==> config.mk <==
export PLATFORM = sky130hd
export DESIGN_NAME = cv32e40p_sleep_ctrl
export DESIGN_NICKNAME = d
export VERILOG_FILES = /design/src/rtl/cv32e40p_sleep_ctrl.sv
export SDC_FILE = /design/constraint.sdc
export NUM_CORES = 1
export LEC_CHECK = 0
export CELL_PAD_IN_SITES_DETAIL_PLACEMENT = 1
export CELL_PAD_IN_SITES_GLOBAL_PLACEMENT = 2
export CORE_ASPECT_RATIO = 1.5
export CORE_MARGIN = 2
export CORE_UTILIZATION = 18
export DETAILED_ROUTE_END_ITERATION = 8
export GPL_TIMING_DRIVEN = 0
export HOLD_SLACK_MARGIN = 0.08
export PLACE_DENSITY_LB_ADDON = 0.1
export SYNTH_ARGS = -nofsm -noshare
export SYNTH_HDL_FRONTEND = slang
export SYNTH_SLANG_ARGS = --single-unit
==> constraint.sdc <==
create_clock -name clk_i -period 2.1 [get_ports clk_i]
set_input_delay 0.525 -clock clk_i [delete_from_list [all_inputs] [get_ports clk_i]]
set_output_delay 0.525 -clock clk_i [all_outputs]
set_load 0.01 [all_outputs]
==> src/rtl/cv32e40p_sleep_ctrl.sv <==
// Sleep/wake controller feeding the core clock gate enable; runs on the free-running clock.
// Optional gated-cycle statistic enabled by defining CV32E40P_SLEEP_STATS_EN.
module cv32e40p_sleep_ctrl #(
   parameter int WAKE_DELAY = 2
) (
   input  logic        clk_i,
   input  logic        rst_ni,
   input  logic        fetch_enable_i,
   input  logic        wfi_req_i,
   input  logic        fetch_busy_i,
   input  logic        lsu_busy_i,
   input  logic        irq_pending_i,
   input  logic        debug_req_i,
   output logic        core_clock_en_o,
   output logic        core_sleep_o,
   output logic        wake_o,
   output logic [31:0] sleep_cycles_o
);

   localparam int CNT_W = (WAKE_DELAY > 0) ? $clog2(WAKE_DELAY + 1) : 1;

   localparam logic [2:0] S_OFF   = 3'd0;
   localparam logic [2:0] S_RUN   = 3'd1;
   localparam logic [2:0] S_DRAIN = 3'd2;
   localparam logic [2:0] S_SLEEP = 3'd3;
   localparam logic [2:0] S_WAKE  = 3'd4;

   logic [2:0]       r_state;
   logic             r_en;
   logic             r_sleep;
   logic             r_wake;
   logic [CNT_W-1:0] r_cnt;

   logic [2:0]       w_state_nxt;
   logic             w_en_nxt;
   logic             w_sleep_nxt;
   logic             w_wake_nxt;
   logic [CNT_W-1:0] w_cnt_nxt;
   logic             w_wake_src;

   assign w_wake_src = irq_pending_i | debug_req_i;

   // Next-state, wake counter and wake pulse decode
   always_comb begin
      w_state_nxt = r_state;
      w_cnt_nxt   = r_cnt;
      w_wake_nxt  = 1'b0;
      case (r_state)
         S_OFF: begin
            if (fetch_enable_i) w_state_nxt = S_RUN;
            else                w_state_nxt = S_OFF;
         end
         S_RUN: begin
            if (wfi_req_i && !w_wake_src) w_state_nxt = S_DRAIN;
            else                          w_state_nxt = S_RUN;
         end
         S_DRAIN: begin
            // A wake source aborts the WFI before the clock is ever gated
            if (w_wake_src)                        w_state_nxt = S_RUN;
            else if (!fetch_busy_i && !lsu_busy_i) w_state_nxt = S_SLEEP;
            else                                   w_state_nxt = S_DRAIN;
         end
         S_SLEEP: begin
            if (w_wake_src) begin
               if (WAKE_DELAY == 0) begin
                  w_state_nxt = S_RUN;
                  w_wake_nxt  = 1'b1;
               end else begin
                  w_state_nxt = S_WAKE;
                  w_cnt_nxt   = CNT_W'(WAKE_DELAY);
               end
            end else begin
               w_state_nxt = S_SLEEP;
            end
         end
         S_WAKE: begin
            if (r_cnt <= CNT_W'(1)) begin
               w_state_nxt = S_RUN;
               w_cnt_nxt   = {CNT_W{1'b0}};
               w_wake_nxt  = 1'b1;
            end else begin
               w_state_nxt = S_WAKE;
               w_cnt_nxt   = r_cnt - CNT_W'(1);
            end
         end
         default: begin
            w_state_nxt = S_OFF;
            w_cnt_nxt   = {CNT_W{1'b0}};
         end
      endcase
   end

   // Output levels follow the state being entered so they register with it
   always_comb begin
      w_en_nxt    = 1'b0;
      w_sleep_nxt = 1'b1;
      case (w_state_nxt)
         S_RUN:   begin w_en_nxt = 1'b1; w_sleep_nxt = 1'b0; end
         S_DRAIN: begin w_en_nxt = 1'b1; w_sleep_nxt = 1'b0; end
         S_WAKE:  begin w_en_nxt = 1'b1; w_sleep_nxt = 1'b1; end
         default: begin w_en_nxt = 1'b0; w_sleep_nxt = 1'b1; end
      endcase
   end

   // State and registered outputs
   always_ff @(posedge clk_i) begin
      if (!rst_ni) begin
         r_state <= S_OFF;
         r_en    <= 1'b0;
         r_sleep <= 1'b1;
         r_wake  <= 1'b0;
         r_cnt   <= {CNT_W{1'b0}};
      end else begin
         r_state <= w_state_nxt;
         r_en    <= w_en_nxt;
         r_sleep <= w_sleep_nxt;
         r_wake  <= w_wake_nxt;
         r_cnt   <= w_cnt_nxt;
      end
   end

   assign core_clock_en_o = r_en;
   assign core_sleep_o    = r_sleep;
   assign wake_o          = r_wake;

`ifdef CV32E40P_SLEEP_STATS_EN
   logic [31:0] r_sleep_cycles;

   // Saturating count of edges spent in SLEEP
   always_ff @(posedge clk_i) begin
      if (!rst_ni) begin
         r_sleep_cycles <= 32'd0;
      end else if ((r_state == S_SLEEP) && (r_sleep_cycles != 32'hFFFF_FFFF)) begin
         r_sleep_cycles <= r_sleep_cycles + 32'd1;
      end else begin
         r_sleep_cycles <= r_sleep_cycles;
      end
   end

   assign sleep_cycles_o = r_sleep_cycles;
`else
   assign sleep_cycles_o = 32'd0;
`endif

endmodule

# Yosys cells after proc, flatten, opt, wreduce, memory -nomap -nowiden
# Index checks and enable logic that the tools add are counted.
# Widths: inputs -> output; s select.
# classes
n_eq_ne	8
add_sub_neg	1
n_lt_le_gt_ge	1
bitwise	2
muxes	13
n_reduce_logical	11
# op_table
op	n
$pmux 3 s5	1
$eq 3x2->1 const B	3
$mux 2	4
$eq 3x1->1 const B	2
$eq 3x3->1 const B	2
$mux 3	2
$pmux 2 s3	1
$reduce_or 3->1	2
$mux 1	5
$reduce_and 2->1	2
$logic_not 1->1	3
$logic_not 3->1	1
$le 2x1->1 const B	1
$logic_and 1x1->1	2
$ne 2x2->1 const B	1
$reduce_or 2->1	1
$sub 2x1->2 const B	1
$not 1->1	1
$or 1x1->1	1
# totals
reg_bits	8
elab_cells	41

# Depth between registers and ports, before layout
# depth
depth_word	8
ltp_mapped	6

# Worst setup path before layout
# Ideal clock, no wire load.
# synth_path
path_type	input to register
startpoint	in debug_req_i
endpoint	reg r_en (netlist: core_clock_en_o)
t_arrival_ns	1.304
path_slack_ns	0.681
setup_time_ns	0.115
path_stages	4
cell_sequence	o311ai_0 nand4_1 xor2_1 o21a_1
# synth_between
elab_chain_cells	8
elab_cells_between_ends	12
# synth_rtl
item	line	source
from (decl)	13	input logic debug_req_i,
$or 1x1->1 *	41	assign w_wake_src = irq_pending_i | debug_req_i;
$logic_not 1->1	54	if (wfi_req_i && !w_wake_src) w_state_nxt = S_DRAIN;
$logic_and 1x1->1	54	
$mux 2	54	
$pmux 3 s5 *	48	case (r_state)
$eq 3x2->1 (tied with other cells)	97	case (w_state_nxt)
$reduce_or 3->1 (no source line) *	--	
$mux 1 *	97	
to (signal assigned)	115	r_en <= w_en_nxt;
to (decl)	29	logic r_en;
# Mark *: on every way between the ends. The rest lies on a longest branch, timed or not.
# A chain may end at the register's enable or synchronous reset.

# Worst setup path after layout
# Ends and elaborated chain as after synthesis.

==> flow_metrics.tcl <==
set metrics [dict create \
    max_cap_violations 0 \
    synth-seq-area-share_pct 26.0 \
    crit_fanout 4 \
    grtUsageTotal_pct 7.31 \
    place_inst 159 \
    num_vias 519 \
    io_buffer_count 10 \
    overflow 0 \
    status "finished clean" \
    grt_pass1_vias 476 \
    dpl.hpwl_um 1110 \
    cts_resized 0 \
    clkSinkCount 8 \
    tns_ns 0 \
    start_util_pct 18.4 \
    detail-route-antenna-nets 0 \
    yosysWarnings 0 \
    setup_viol_count_final 0 \
    wl_um 1320 \
    p_leak_uw 0.000493 \
    syn_avg_cell_area_um2 8.10 \
    path_class "input pin to flop" \
    cp-start-kind "input pin" \
    clkSlewWorstSetupHoldPaths_ns 0.04 \
    fin_crit_sh_pct 86.1 \
    nets 130 \
    clock_path_buffers 2 \
    synthDistinctLibCells 23 \
    die_area_um2 3910 \
    post_drt_wl_per_cell_um 8.17 \
    finalHoldViolCount 0 \
    postCtsSetupBuffers 0 \
    rrSetupSlack_ns 0.74 \
    synth_seq_cells 8 \
    antennaDiodeCount 0 \
    final_layout_size_suffix_gt1_share_pct 30.8 \
    die_y_um 75.6 \
    min_path_type "flop to flop" \
    drc 0 \
    postCtsHoldBufs 0 \
    root_buffer "clkbuf_8" \
    first_iter_violations 9 \
    cts_buffers 3 \
    h-tree-depth 1 \
    synth_cells 76 \
    endpoint_kind "flop" \
    core_um2 3350 \
    place.gp.congestion 0.682 \
    layoutNonFillerInstCount 162 \
    clock_latency_ns 0.23 \
    required_ns 2.22 \
    area_growth_pct 50.4 \
    grt_pass1_wl_um 2010 \
    dr.pass1.iters 4 \
    num_rows 26 \
    vdd_drop_max_v 0.000129 \
    crit_arrival_ns 1.93 \
    max_freq_mhz 553 \
    slew_violations 0 \
    antenna_found_initial 0 \
    fin_crit_ns 1.81 \
    fp.dieW_um 51.8 \
    grt_max_degree 11 \
    via_per_inst 3.20 \
    rsz0062_at_grt "no" \
    io_pins 43 \
    clock_skew_ns 0.00337 \
    syn_area_um2 616 \
    cts_tree "built" \
    num-fill-cells 425 \
    p_per_area_nw_per_um2 505 \
]
[cells in the final DEF (no fill, tap or decap), drive strengths merged]
cell type and count:
clkdlybuf4s50 10, conb 32, o211ai 1, nor2b 2, a21oi 1, and4b 1
nor3 1, nand2 1, clkbuf 3, nand4 1, nand3b 1, and2b 1
nand3 3, o21a 1, o21ai 4, inv 3, nor2 5, dfxtp 8
and3 1, and2 4, xor2 1, o311ai 2, buf 33
[layout make-up]
cell class	count	area, um^2	share of cell area [%]
multi-input cells	63	309	33.4
repair buffers	10	100	10.8
plain buffers	33	251	27.2
well taps	42	52.6	5.68
flip-flops and latches	8	160	17.3
clock buffers	3	41.3	4.46
inverters	3	11.3	1.22
[through the flow]
step / utilization, % / hold slack (ns) / cell area (um^2) / worst slack (ns) / total power [uW]
floorplan: - / 0.557 / 732 / 0.681 / 252
global placement: 26.4 / 0.583 / 885 / 0.0269 / 282
detailed placement: 26.4 / 0.586 / 885 / 0.0403 / 282
CTS: 27.6 / 0.596 / 926 / 0.276 / 475
global route: 27.6 / 0.614 / 926 / 0.174 / 497
finish: 27.6 / 0.591 / 926 / 0.292 / 468
[metal layers]
metal	vias up	track usage (%)	share of wire, %
met1	217	6.56	34
met3	5	1.76	9.1
li1	272	-	-
met4	0	7.89	4.9
met5	-	0	0
met2	25	12.7	52
[cells by family after synthesis]
group / Yosys count / synth area share [%]
buffers and inverters: 36 / 42.7
and+or+nand+nor: 21 / 19.9
AOI/OAI and AO/OA: 9 / 9.35
DFF: 8 / 26.0
xor gates and xnor gates: 1 / 1.42
other: 1 / 0.609
[cells in the mapped netlist]
master | number | area [um^2]
nand3b_1 | 1 | 7.51
and4b_1 | 1 | 10.0
o21ai_1 | 1 | 5.00
a21oi_1 | 1 | 5.00
nand4_1 | 1 | 6.26
nand2_1 | 1 | 3.75
nand3_1 | 3 | 15.0
o21a_1 | 1 | 7.51
o211ai_1 | 1 | 7.51
o311ai_0 | 2 | 17.5
nor3_2 | 1 | 10.0
and3_1 | 1 | 6.26
o21ai_0 | 3 | 15.0
xor2_1 | 1 | 8.76
dfxtp_1 | 8 | 160
buf_4 | 32 | 240
conb_1 | 1 | 3.75
nor2b_1 | 2 | 12.5
and2b_1 | 1 | 7.51
inv_1 | 3 | 11.3
and2_1 | 4 | 25.0
nor2_1 | 5 | 18.8
buf_6 | 1 | 11.3
[path summary, 6_finish.rpt]
check | startpoint | endpoint | cells after the start
max reg2reg | r_state[2] | core_clock_en_o | 6
max | debug_req_i | core_clock_en_o | 5
min reg2reg | r_cnt[1] | wake_o | 1
min | r_cnt[1] | wake_o | 1
[registers in the layout, indices dropped and copies added (netlist names)]
name             count
r_state              3
core_sleep_o         1
r_cnt                2
core_clock_en_o      1
wake_o               1
[worst max-delay path, cell delays in order]
cell,delay (ns)
clkdlybuf4s50_1,0.47
o311ai_0,0.37
nand4_1,0.19
xor2_1,0.20
o21a_1,0.17
[power by group]
| group | switching, uW | internal (uW) |
|---|---|---|
| Sequential | 4.43 | 159 |
| Combinational | 53.5 | 65.7 |
| Clock | 60.9 | 124 |
Power figures use the tool's default switching activity.
